## src/rtl/rnd_pkg.sv

```systemverilog
// Shared definitions for the random-word pool.
//   RND_W       : width of raw and conditioned words
//   ROT_AMT     : left-rotate applied to the history before mixing
//   rnd_state_e : warm-up / run FSM states
//   fifo_req_t  : one cycle's write/read request into the word buffer
//   rnd_mix     : conditioning function, rnd ^ rotl(hist, ROT_AMT)
package rnd_pkg;

  localparam int RND_W   = 32;
  localparam int ROT_AMT = 5;

  typedef logic [RND_W-1:0] rnd_word_t;

  typedef enum logic {
    WARM = 1'b0,
    RUN  = 1'b1
  } rnd_state_e;

  typedef struct packed {
    logic      push;
    logic      pop;
    rnd_word_t data;
  } fifo_req_t;

  // Pure XOR/rotate: no carries, so every output bit depends on exactly
  // one raw bit and one history bit.
  function automatic rnd_word_t rnd_mix(input rnd_word_t rnd, input rnd_word_t hist);
    rnd_word_t rot;
    rot = (hist << ROT_AMT) | (hist >> (RND_W - ROT_AMT));
    return rnd ^ rot;
  endfunction

endpackage

```

## src/rtl/rnd_fifo.sv

```systemverilog
// Generic first-word-fall-through FIFO.
//   clk, rst  : clock, asynchronous active-high reset
//   push_i    : write wdata_i this cycle (ignored when full without a pop)
//   pop_i     : consume the head this cycle (ignored when empty)
//   wdata_i   : write data
//   rdata_o   : head entry, valid whenever valid_o=1, no read latency
//   count_o   : exact fill level 0..DEPTH
//   valid_o   : FIFO non-empty
// DEPTH must be a power of two so the pointers wrap for free.
module rnd_fifo #(
  parameter int DEPTH = 4,
  parameter int W     = 32
) (
  input  logic                     clk,
  input  logic                     rst,
  input  logic                     push_i,
  input  logic                     pop_i,
  input  logic [W-1:0]             wdata_i,
  output logic [W-1:0]             rdata_o,
  output logic [$clog2(DEPTH):0]   count_o,
  output logic                     valid_o
);

  localparam int AW = $clog2(DEPTH);
  localparam int CW = AW + 1;
  localparam logic [CW-1:0] FULL  = CW'(DEPTH);
  localparam logic [CW-1:0] C_ONE = CW'(1);
  localparam logic [AW-1:0] P_ONE = AW'(1);

  logic [W-1:0]  mem_q [DEPTH];
  logic [W-1:0]  mem_d [DEPTH];
  logic [AW-1:0] wr_ptr_q, wr_ptr_d;
  logic [AW-1:0] rd_ptr_q, rd_ptr_d;
  logic [CW-1:0] count_q, count_d;
  logic          push_ok, pop_ok;

  // A push at full is legal only when the head leaves in the same cycle.
  assign pop_ok  = pop_i && (count_q != '0);
  assign push_ok = push_i && ((count_q != FULL) || pop_ok);

  always_comb begin
    mem_d    = mem_q;
    wr_ptr_d = wr_ptr_q;
    rd_ptr_d = rd_ptr_q;
    count_d  = count_q;
    if (push_ok) begin
      mem_d[wr_ptr_q] = wdata_i;
      wr_ptr_d        = wr_ptr_q + P_ONE;
    end
    if (pop_ok) begin
      rd_ptr_d = rd_ptr_q + P_ONE;
    end
    case ({push_ok, pop_ok})
      2'b10:   count_d = count_q + C_ONE;
      2'b01:   count_d = count_q - C_ONE;
      default: count_d = count_q;
    endcase
  end

  always_ff @(posedge clk or posedge rst) begin
    if (rst) begin
      for (int i = 0; i < DEPTH; i++) mem_q[i] <= '0;
      wr_ptr_q <= '0;
      rd_ptr_q <= '0;
      count_q  <= '0;
    end else begin
      mem_q    <= mem_d;
      wr_ptr_q <= wr_ptr_d;
      rd_ptr_q <= rd_ptr_d;
      count_q  <= count_d;
    end
  end

  assign rdata_o = mem_q[rd_ptr_q];
  assign count_o = count_q;
  assign valid_o = (count_q != '0);

endmodule

```

## src/rtl/rnd_pool.sv

```systemverilog
// Buffered random-word source fed by a free-running 32-bit LFSR.
//   I_clk, I_reset : clock, asynchronous active-high reset
//   I_rnd          : raw LFSR word, new every cycle
//   I_pop          : consumer takes O_data (effective only when O_valid=1)
//   O_valid        : at least one conditioned word buffered
//   O_data         : head word (first-word-fall-through)
//   O_count        : fill level 0..DEPTH
//   O_underflow    : sticky, set by a pop request while empty
// After reset WARMUP raw words are folded into the history without being
// stored, so the first words handed out already depend on several LFSR
// outputs. In RUN every stored word also becomes the new history; when the
// buffer is full and nobody pops, raw words are dropped and history holds.
module rnd_pool
  import rnd_pkg::*;
#(
  parameter int DEPTH  = 4,
  parameter int WARMUP = 8
) (
  input  logic                   I_clk,
  input  logic                   I_reset,
  input  logic [RND_W-1:0]       I_rnd,
  input  logic                   I_pop,
  output logic                   O_valid,
  output logic [RND_W-1:0]       O_data,
  output logic [$clog2(DEPTH):0] O_count,
  output logic                   O_underflow
);

  localparam int CW = $clog2(DEPTH) + 1;
  localparam logic [CW-1:0]  FULL      = CW'(DEPTH);
  localparam logic [7:0]     WARM_INIT = 8'(WARMUP);
  // With no warm-up there is nothing to absorb; start producing at once.
  localparam rnd_state_e     RST_STATE = (WARMUP == 0) ? RUN : WARM;

  rnd_state_e    state_q, state_d;
  logic [7:0]    warm_q, warm_d;
  rnd_word_t     hist_q, hist_d;
  logic          uf_q, uf_d;

  rnd_word_t     mix;
  logic          absorb;
  fifo_req_t     req;
  logic          fifo_valid;
  logic [CW-1:0] fifo_count;
  rnd_word_t     fifo_data;

  assign mix = rnd_mix(I_rnd, hist_q);

  // ---------------- FSM: state register ----------------
  always_ff @(posedge I_clk or posedge I_reset) begin
    if (I_reset) begin
      state_q <= RST_STATE;
      warm_q  <= WARM_INIT;
    end else begin
      state_q <= state_d;
      warm_q  <= warm_d;
    end
  end

  // ---------------- FSM: next state ----------------
  always_comb begin
    state_d = state_q;
    warm_d  = warm_q;
    case (state_q)
      WARM: begin
        warm_d = warm_q - 8'd1;
        // <=1 rather than ==1 so a corrupted zero count cannot stall here.
        if (warm_q <= 8'd1) state_d = RUN;
      end
      RUN:     state_d = RUN;
      default: state_d = RST_STATE;
    endcase
  end

  // ---------------- FSM: outputs ----------------
  always_comb begin
    absorb   = 1'b0;
    req      = '0;
    req.data = mix;
    req.pop  = I_pop && fifo_valid;
    case (state_q)
      WARM: absorb = 1'b1;
      RUN: begin
        req.push = (fifo_count != FULL) || req.pop;
        absorb   = req.push;
      end
      default: absorb = 1'b0;
    endcase
  end

  // ---------------- history and underflow ----------------
  always_comb begin
    hist_d = absorb ? mix : hist_q;
    uf_d   = uf_q || (I_pop && !fifo_valid);
  end

  always_ff @(posedge I_clk or posedge I_reset) begin
    if (I_reset) begin
      hist_q <= '0;
      uf_q   <= 1'b0;
    end else begin
      hist_q <= hist_d;
      uf_q   <= uf_d;
    end
  end

  // ---------------- word buffer ----------------
  rnd_fifo #(
    .DEPTH (DEPTH),
    .W     (RND_W)
  ) u_fifo (
    .clk     (I_clk),
    .rst     (I_reset),
    .push_i  (req.push),
    .pop_i   (req.pop),
    .wdata_i (req.data),
    .rdata_o (fifo_data),
    .count_o (fifo_count),
    .valid_o (fifo_valid)
  );

  assign O_valid     = fifo_valid;
  assign O_data      = fifo_data;
  assign O_count     = fifo_count;
  assign O_underflow = uf_q;

endmodule
```

## config.mk

```make
export PLATFORM = sky130hd
export DESIGN_NAME = rnd_pool
export DESIGN_NICKNAME = d
export VERILOG_FILES = /design/src/rtl/rnd_pkg.sv /design/src/rtl/rnd_fifo.sv /design/src/rtl/rnd_pool.sv
export SDC_FILE = /design/constraint.sdc
export NUM_CORES = 1
export LEC_CHECK = 0
export ABC_AREA = 1
export CAP_MARGIN = 20
export CORE_MARGIN = 1.5
export CORE_UTILIZATION = 55
export CTS_BUF_LIST = sky130_fd_sc_hd__clkbuf_8
export DETAILED_ROUTE_END_ITERATION = 10
export GPL_TIMING_DRIVEN = 0
export PLACE_DENSITY = 0.76
export SLEW_MARGIN = 5
export SYNTH_ARGS = -nofsm -noshare
export SYNTH_HDL_FRONTEND = slang
export SYNTH_SLANG_ARGS = --single-unit
```

## constraint.sdc

```tcl
create_clock -name I_clk -period 16.96 [get_ports I_clk]
set_clock_uncertainty 0.15 [all_clocks]
set_input_delay 2.544 -clock I_clk [delete_from_list [all_inputs] [get_ports I_clk]]
set_output_delay 2.544 -clock I_clk [all_outputs]
set_load 0.01 [all_outputs]
```

==> impl_metrics.ini, run 1 <==
[status]
result_of_the_run = finished, final reports clean

[synthesis]
yosysSeqAreaShare = 0.506
synth_largest_area_cell = sky130_fd_sc_hd__dfrtp_1
synthesis.area_sq_mm = 0.00876
share_of_the_synthesized_area_in_the_top_cell_type = 0.503
synth_area_leaders = sky130_fd_sc_hd__dfrtp_1 (50%), sky130_fd_sc_hd__nand2_1 (17%), sky130_fd_sc_hd__nand4_1 (9.2%), sky130_fd_sc_hd__o21ai_0 (4.3%), sky130_fd_sc_hd__inv_1 (3.6%)
syn-instance-count = 1117
synth.lib_cells_used.distinct = 27
synthesis.area_per_instance_sq_um = 7.84
yosys_warnings = 0
postSynthRegisterBits = 177
synth_fp_nets = 1160

[global_route]
antenna_found_initial = 0
grtUsageTotal = 0.322
grt_overflow = 0
grtUsageMet1 = 0.466
first_global_vias = 7594
met3_layer_usage_reported_by_global_route = 0.0694
grt_busiest_layer = met2
gr-usage-met2 = 0.479
grt_first_pass_wirelength_um = 40800
largest_net_degree_at_the_start_of_global_routing = 113

[setup_path]
worst_ep_arrival_time_ns = 2.72
critical_path.n_buffers_inverters = 4
timing.critical_path.slowest_stage_cell = sky130_fd_sc_hd__clkdlybuf4s50_1
timing.critical_path.slowest_cell_delay_ns = 0.59
worstSetupEndpointType = output port
cp_max_fo = 10
crit_required_ns = 14.27
setup.worst_path.class = reg2out
type_of_element_launching_the_critical_path = flop
critical-path-top-delay-family = buffers and inverters
cells_traversed_along_the_worst_timing_path = clkbuf_2 -> inv_1 -> clkbuf_1 -> o21ai_0 -> o22ai_1 -> clkdlybuf4s50_1

[pwr]
p_per_area_mw_per_mm2 = 207
peakVddDrop_mv = 0.110
cellLeakagePower_nw = 5.22

[final_layout]
final_layout_size_suffix_gt1_frac = 0.0723
top_library_cells_by_usage_in_the_layout_fill_and_taps_aside = sky130_fd_sc_hd__nand2_1 (405), sky130_fd_sc_hd__dfrtp_1 (176), sky130_fd_sc_hd__nand4_1 (129)
mostFrequentLayoutCell = sky130_fd_sc_hd__nand2_1
nNetsFinal = 1251
diodes = 0
area_delta_synth_final_pct = 15.6
finish.instance_area_sq_mm = 0.0101

[timing]
drv_slew = 0
tightest_slew_ns = 0.679
setup_total_negative_slack_ns = 0
final_count_of_negative_setup_slack_endpoints = 0
max_freq_ghz = 0.185
rsz_0062_raised_after_global_routing = false
hold_viol = 0
worst_hold_slack_ns = 0.332
timing.final.crit_share = 0.319
maxSlewHeadroom = 0.547
final_period_minus_worst_setup_slack_ns = 5.41

[detailed_routing]
detailedRoute.firstPassIterationCount = 6
wl_final_um = 25600
remaining_antenna_violation_count_after_routing = 0
viasPerCell = 5.84
first_iter_violations = 970
routed-via-count = 8334
drc = 0
route.detailed.wl_per_inst_um = 17.9

[cts]
cts_resized = 0
h-tree-depth = 4
worstSkewPairLatency_ns = 0.48
post_cts_hold_buffer_count = 0
cts-root-to-sink-buffers = 2
tritoncts = yes
tritoncts_sinks = 177
worst_setup_hold_path_clk_slew_ns = 0.09
ctsRootBufferMaster = sky130_fd_sc_hd__clkbuf_8
postCtsSetupBuffers = 0
numCtsBuffers = 17

[floorplanning]
core.rowCount = 45
die_area_sq_mm = 0.0167
die_w_um = 129
start_util = 0.570
die_height_um = 129
design.portCount = 72
design.core.area_sq_mm = 0.0154

[place]
post_dp_cell_area_sq_mm = 0.00977
dp_hpwl_um = 17000
buffer_ports.inserted = 71
gp_routability_congestion = 0.889

[min_path]
worst_hold_path_type = reg2reg

[job]
drv_cap = 0
-- layout make-up --
type | count | area (sq um)
Clock buffer | 19 | 262
Timing Repair Buffer | 72 | 738
Buffer | 85 | 410
Inverter | 84 | 323
Clock inverter | 9 | 93.8
Sequential cell | 177 | 4430
Tap cell | 211 | 264
Multi-Input combinational cell | 771 | 3600
Fill cell | 1342 | 5250
-- flip-flops by register name, summed over array words and instances, names as in the netlist --
| register | flops |
|---|---|
| u_fifo.mem_q | 128 |
| hist_q | 32 |
| warm_q | 8 |
| u_fifo.count_o | 3 |
| u_fifo.rd_ptr_q | 2 |
| u_fifo.wr_ptr_q | 2 |
| O_underflow | 1 |
| state_q | 1 |
-- path summary, 6_finish.rpt --
path                            slack, ns                 to  cells past startpoint               start
worst max-delay path                11.55         O_data[19]                      6  u_fifo.rd_ptr_q[1]
worst min-delay path                 0.33          warm_q[7]                      2           warm_q[7]
worst max register to register      14.68  u_fifo.count_o[2]                     11   u_fifo.count_o[2]
worst min register to register       0.33          warm_q[7]                      2           warm_q[7]
max in group asynchronous           13.42   u_fifo.mem_q[59]                      3             I_reset
min in group asynchronous            2.35  u_fifo.mem_q[124]                      2             I_reset
-- synth_stat cells (all sizes together) --
master and instances:
clkbuf 30, fa 1, nand3 10, o21ai 106, xor2 3, inv 84, a31o 1, nor2 72
dfstp 1, nand3b 1, nand2 406, dfrtp 176, xnor2 3, buf 55, nand4 129, ha 7
o22ai 32
-- per-layer routing --
layer	wire (um)	vias to the layer above	share of wire
met5	0	-	0
met4	642	0	0.025
met3	2450	69	0.096
met2	11600	442	0.45
met1	10900	3963	0.43
li1	-	3860	-
-- per-stage QoR --
step	power, mW	utilization	setup slack [ns]	std cells
finish	2.09	0.659	11.55	1428
global route	2.23	0.659	11.47	1428
CTS	2.07	0.659	11.59	1428
detailed placement	1.79	0.635	12.07	1400
global placement	1.76	0.633	7.03	1399
floorplan	1.37	-	9.47	1117
-- tightest hold or removal path, delay by kind of cell (launching register included) --
family | cells | cell delay [ns]
AND/OR/NAND/NOR | 2 | 0.10
flip-flops | 1 | 0.34
-- logic make-up after synthesis --
kind of cell,share of synthesized area
and+or+nand+nor,0.308
adders and majority gates,0.0123
buffers and inverters,0.0829
xor gates and xnor gates,0.00600
DFF,0.506
AOI/OAI and AO/OA,0.0844
-- report_power, final --
part	internal (mW)	switching (mW)
Combinational	0.408	0.679
Clock	0.133	0.152
Sequential	0.617	0.102
Note: power is estimated with default switching activity, not from simulation.
==> run 2, diff against run 1 <==
Clock period 16.96 ns to 5.05 ns, I/O delays scaled along.
==> impl_metrics.ini, run 2 (synthesis results as in run 1) <==
[status]
result_of_the_run = finished, final reports clean

[final_layout]
nNetsFinal = 1255
top_regs = u_fifo.mem_q x128, hist_q x32, warm_q x8
layout.filler_cells = 1368
mostFrequentLayoutCell = sky130_fd_sc_hd__nand2_1
largest_register_ff_count = 128
top_library_cells_by_usage_in_the_layout_fill_and_taps_aside = sky130_fd_sc_hd__nand2_1 (405), sky130_fd_sc_hd__dfrtp_1 (176), sky130_fd_sc_hd__nand4_1 (129)
diodes = 0
area_delta_synth_final_pct = 16.7
largest_register = u_fifo.mem_q
final_layout_size_suffix_gt1_frac = 0.0759

[global_route]
first_global_vias = 7901
grt_busiest_layer = met2
grtUsageMet1 = 0.459
antenna_found_initial = 0
met3_layer_usage_reported_by_global_route = 0.0797
largest_net_degree_at_the_start_of_global_routing = 39
grtUsageTotal = 0.328
grt_first_pass_wirelength_um = 41600
grt_overflow = 0
gr-usage-met2 = 0.501

[cts]
numCtsBuffers = 17
h-tree-depth = 4
tritoncts = yes
cts_resized = 0
cts-root-to-sink-buffers = 2
worst_setup_hold_path_clk_slew_ns = 0.09
ctsRootBufferMaster = sky130_fd_sc_hd__clkbuf_8
tritoncts_sinks = 177
postCtsSetupBuffers = 0
post_cts_hold_buffer_count = 0
worstSkewPairLatency_ns = 0.49

[setup_path]
crit_required_ns = 4.14
worst_ep_arrival_time_ns = 2.76
setup.worst_path.class = reg2out
type_of_element_launching_the_critical_path = flop
cells_traversed_along_the_worst_timing_path = clkbuf_2 -> inv_1 -> clkbuf_1 -> o21ai_0 -> o22ai_1 -> clkdlybuf4s50_1
critical_path.n_buffers_inverters = 4
worstSetupEndpointType = output port
timing.critical_path.slowest_cell_delay_ns = 0.60
timing.critical_path.slowest_stage_cell = sky130_fd_sc_hd__clkdlybuf4s50_1
critical-path-top-delay-family = buffers and inverters
cp_max_fo = 10

[floorplanning]
die_height_um = 129
start_util = 0.570
die_w_um = 129
die_area_sq_mm = 0.0167
core.rowCount = 45
design.portCount = 72
design.core.area_sq_mm = 0.0154

[detailed_routing]
wl_final_um = 26000
detailedRoute.firstPassIterationCount = 5
remaining_antenna_violation_count_after_routing = 0
route.detailed.wl_per_inst_um = 18.1
routed-via-count = 8385
viasPerCell = 5.84
first_iter_violations = 988
drc = 0

[timing]
final_count_of_negative_setup_slack_endpoints = 0
hold_viol = 0
maxSlewHeadroom = 0.584
timing.final.crit_share = 0.725
max_freq_ghz = 0.273
final_period_minus_worst_setup_slack_ns = 3.66
drv_slew = 0
tightest_slew_ns = 0.624
final_worst_path_setup_slack_ns = 1.39
rsz_0062_raised_after_global_routing = false
setup_total_negative_slack_ns = 0

[job]
drv_cap = 0

[place]
dp_worst_setup_slack_ns = 1.94
gp_routability_congestion = 0.877
dp_hpwl_um = 17600
buffer_ports.inserted = 71

[pwr]
cellLeakagePower_nw = 5.26
peakVddDrop_mv = 0.361
p_per_area_mw_per_mm2 = 693

[min_path]
worst_hold_path_type = reg2reg
==> run 2: stage by stage <==
stage,instances,area [sq um],power (mW),util,hold slack [ns]
after global routing,1436,10200,7.53,0.665,0.348
after detailed placement,1404,9840,6.02,0.640,0.309
after CTS,1436,10200,7.01,0.665,0.331
final,1436,10200,7.08,0.665,0.327
after floorplan,1117,8760,4.59,-,0.292
after global placement,1399,9740,5.92,0.633,0.305
==> run 2: where the power goes <==
part	internal (mW)	total, mW	switching [mW]
Clock	0.457	0.987	0.530
Sequential	2.07	2.42	0.345
Combinational	1.37	3.68	2.30
Total	3.90	7.08	3.18
==> run 2: layout make-up <==
cell class,instances,area (sq um),area share
inverter,84,319,0.0312
buffer,85,410,0.0402
multi-input combinational,771,3600,0.352
timing repair buffer,76,811,0.0793
sequential,177,4430,0.434
clock buffer,19,262,0.0256
clock inverter,13,121,0.0119
tap,211,264,0.0258
==> run 2: worst reg2reg max path: stages (launching register included) <==
cell                       delay, ns
sky130_fd_sc_hd__dfrtp_1        0.44
sky130_fd_sc_hd__nor2_4         0.20
sky130_fd_sc_hd__nand2_4        0.13
sky130_fd_sc_hd__buf_6          0.18
sky130_fd_sc_hd__nand2_1        0.13
sky130_fd_sc_hd__ha_1           0.19
sky130_fd_sc_hd__inv_1          0.07
sky130_fd_sc_hd__fa_1           0.38
sky130_fd_sc_hd__nand2_1        0.08
sky130_fd_sc_hd__nand3b_1       0.10
sky130_fd_sc_hd__xor2_1         0.15
==> run 2: per-layer routing <==
layer	wire, um	up-vias
li1	-	3856
met1	10900	4020
met2	12000	439
met3	2490	70
met4	660	0
met5	0	-
==> run 2: final timing paths <==
| check | endpoint | depth (start not counted) | start | slack, ns |
|---|---|---|---|---|
| setup / recovery | O_data[20] | 6 | u_fifo.rd_ptr_q[1] | 1.39 |
| hold / removal | O_underflow | 1 | O_underflow | 0.33 |
| setup reg to reg | u_fifo.count_o[2] | 10 | u_fifo.count_o[1] | 2.75 |
| hold reg to reg | O_underflow | 1 | O_underflow | 0.33 |
| max in group asynchronous | warm_q[3] | 5 | I_reset | 3.16 |
| min in group asynchronous | hist_q[24] | 2 | I_reset | 0.52 |
==> run 3, diff against run 2 <==
Settings changed: PLACE_DENSITY 0.76 to 0.79.
Clock period 5.05 ns to 3.35 ns, I/O delays scaled along.
==> impl_metrics.ini, run 3 (synthesis results as in run 1) <==
[timing]
final_count_of_negative_setup_slack_endpoints = 0
max_freq_ghz = 0.303
final_period_minus_worst_setup_slack_ns = 3.30
rsz_0062_raised_after_global_routing = false
worst_hold_slack_ns = 0.329
timing.final.crit_share = 0.984
final_worst_path_setup_slack_ns = 0.0547
hold_viol = 0
setup_total_negative_slack_ns = 0
drv_slew = 0
maxSlewHeadroom = 0.468
tightest_slew_ns = 0.796

[cts]
worstSkewPairLatency_ns = 0.48
cts-root-to-sink-buffers = 2
h-tree-depth = 4
tritoncts_sinks = 177
tritoncts = yes
postCtsSetupBuffers = 0
ctsRootBufferMaster = sky130_fd_sc_hd__clkbuf_8
numCtsBuffers = 17
worst_setup_hold_path_clk_slew_ns = 0.09

[global_route]
grt_first_pass_wirelength_um = 41300
largest_net_degree_at_the_start_of_global_routing = 40
grt_overflow = 0
antenna_found_initial = 0
first_global_vias = 7969
grtUsageTotal = 0.324

[setup_path]
critical_path.n_buffers_inverters = 3
setup.worst_path.class = reg2out
worst_ep_arrival_time_ns = 2.64
cells_traversed_along_the_worst_timing_path = buf_2 -> clkbuf_1 -> o21ai_0 -> o22ai_1 -> clkdlybuf4s50_1
timing.critical_path.slowest_cell_delay_ns = 0.59
worstSetupEndpointType = output port
timing.critical_path.slowest_stage_cell = sky130_fd_sc_hd__clkdlybuf4s50_1
crit_required_ns = 2.70
type_of_element_launching_the_critical_path = flop
cp_max_fo = 10
critical-path-top-delay-family = buffers and inverters

[detailed_routing]
routed-via-count = 8324
viasPerCell = 5.81
remaining_antenna_violation_count_after_routing = 0
drc = 0
route.detailed.wl_per_inst_um = 17.8
wl_final_um = 25600
detailedRoute.firstPassIterationCount = 5
first_iter_violations = 946

[floorplanning]
core.rowCount = 45
die_height_um = 129
start_util = 0.570
die_area_sq_mm = 0.0167
die_w_um = 129
design.core.area_sq_mm = 0.0154
design.portCount = 72

[final_layout]
diodes = 0
top_regs = u_fifo.mem_q x128, hist_q x32, warm_q x8
layout.filler_cells = 1314
nNetsFinal = 1254
top_library_cells_by_usage_in_the_layout_fill_and_taps_aside = sky130_fd_sc_hd__nand2_1 (405), sky130_fd_sc_hd__dfrtp_1 (176), sky130_fd_sc_hd__nand4_1 (129)
finish.instance_area_sq_mm = 0.0103
largest_register = u_fifo.mem_q
mostFrequentLayoutCell = sky130_fd_sc_hd__nand2_1
final_layout_size_suffix_gt1_frac = 0.0794
largest_register_ff_count = 128
area_delta_synth_final_pct = 17.4

[place]
dp_hpwl_um = 17200
dp_worst_setup_slack_ns = 0.499
gp_routability_congestion = 0.865
buffer_ports.inserted = 71
post_dp_cell_area_sq_mm = 0.00982

[pwr]
peakVddDrop_mv = 0.587
p_per_area_mw_per_mm2 = 1060
cellLeakagePower_nw = 5.29

[min_path]
worst_hold_path_type = reg2reg

[job]
drv_cap = 0

[status]
result_of_the_run = finished, final reports clean
-- run 3: changes by cell type in the layout (fill, tap and decap cells not counted), sizes merged --
| cell | delta |
|---|---|
| bufinv | +4 |
| inv | -4 |
| clkinvlp | -2 |
| buf | -1 |
| clkbuf | -1 |
| clkinv | +1 |
-- run 3: timing repair --
item	in CTS	in global routing
hold buffers	0	0
endpoints found under the setup margin	0	12
resized for setup	0	8
-- run 3: layout make-up --
cell class	count	area (sq um)	share of cell area
plain buffers	85	415	0.0404
clock buffers	18	248	0.0241
flip-flops and latches	177	4430	0.431
clock inverters	12	215	0.0209
repair buffers	75	791	0.0769
well taps	211	264	0.0257
inverters	84	319	0.0310
multi-input cells	771	3600	0.350
-- run 3: path summary, 6_finish.rpt --
| check | startpoint | end | slack, ns | cells past startpoint |
|---|---|---|---|---|
| min in group asynchronous | I_reset | u_fifo.mem_q[89] | 0.36 | 2 |
| setup / recovery | u_fifo.rd_ptr_q[0] | O_data[20] | 0.05 | 5 |
| max in group asynchronous | I_reset | u_fifo.mem_q[16] | 1.76 | 4 |
| hold reg to reg | O_underflow | O_underflow | 0.33 | 1 |
| setup reg to reg | state_q | u_fifo.count_o[2] | 1.06 | 10 |
| hold / removal | O_underflow | O_underflow | 0.33 | 1 |
-- run 3: power breakdown --
group          internal [mW]  switching [mW]
Combinational           2.08            3.45
Clock                  0.968           0.775
Sequential              3.12           0.526
-- run 3: per-stage QoR --
step	util	total power, mW	std cells
CTS	0.669	10.8	1433
global route	0.669	11.6	1433
global placement	0.633	8.89	1399
floorplan	-	6.93	1117
finish	0.669	10.9	1433
detailed placement	0.639	9.04	1403
-- run 3: per-layer routing --
layer  GRT usage  routed length (um)  vias to the layer above
li1            -                   -                     3850
met1       0.448               10600                     3945
met5           0                   0                        -
met4       0.131                 801                        0
met2       0.498               11800                      449
met3      0.0743                2370                       80
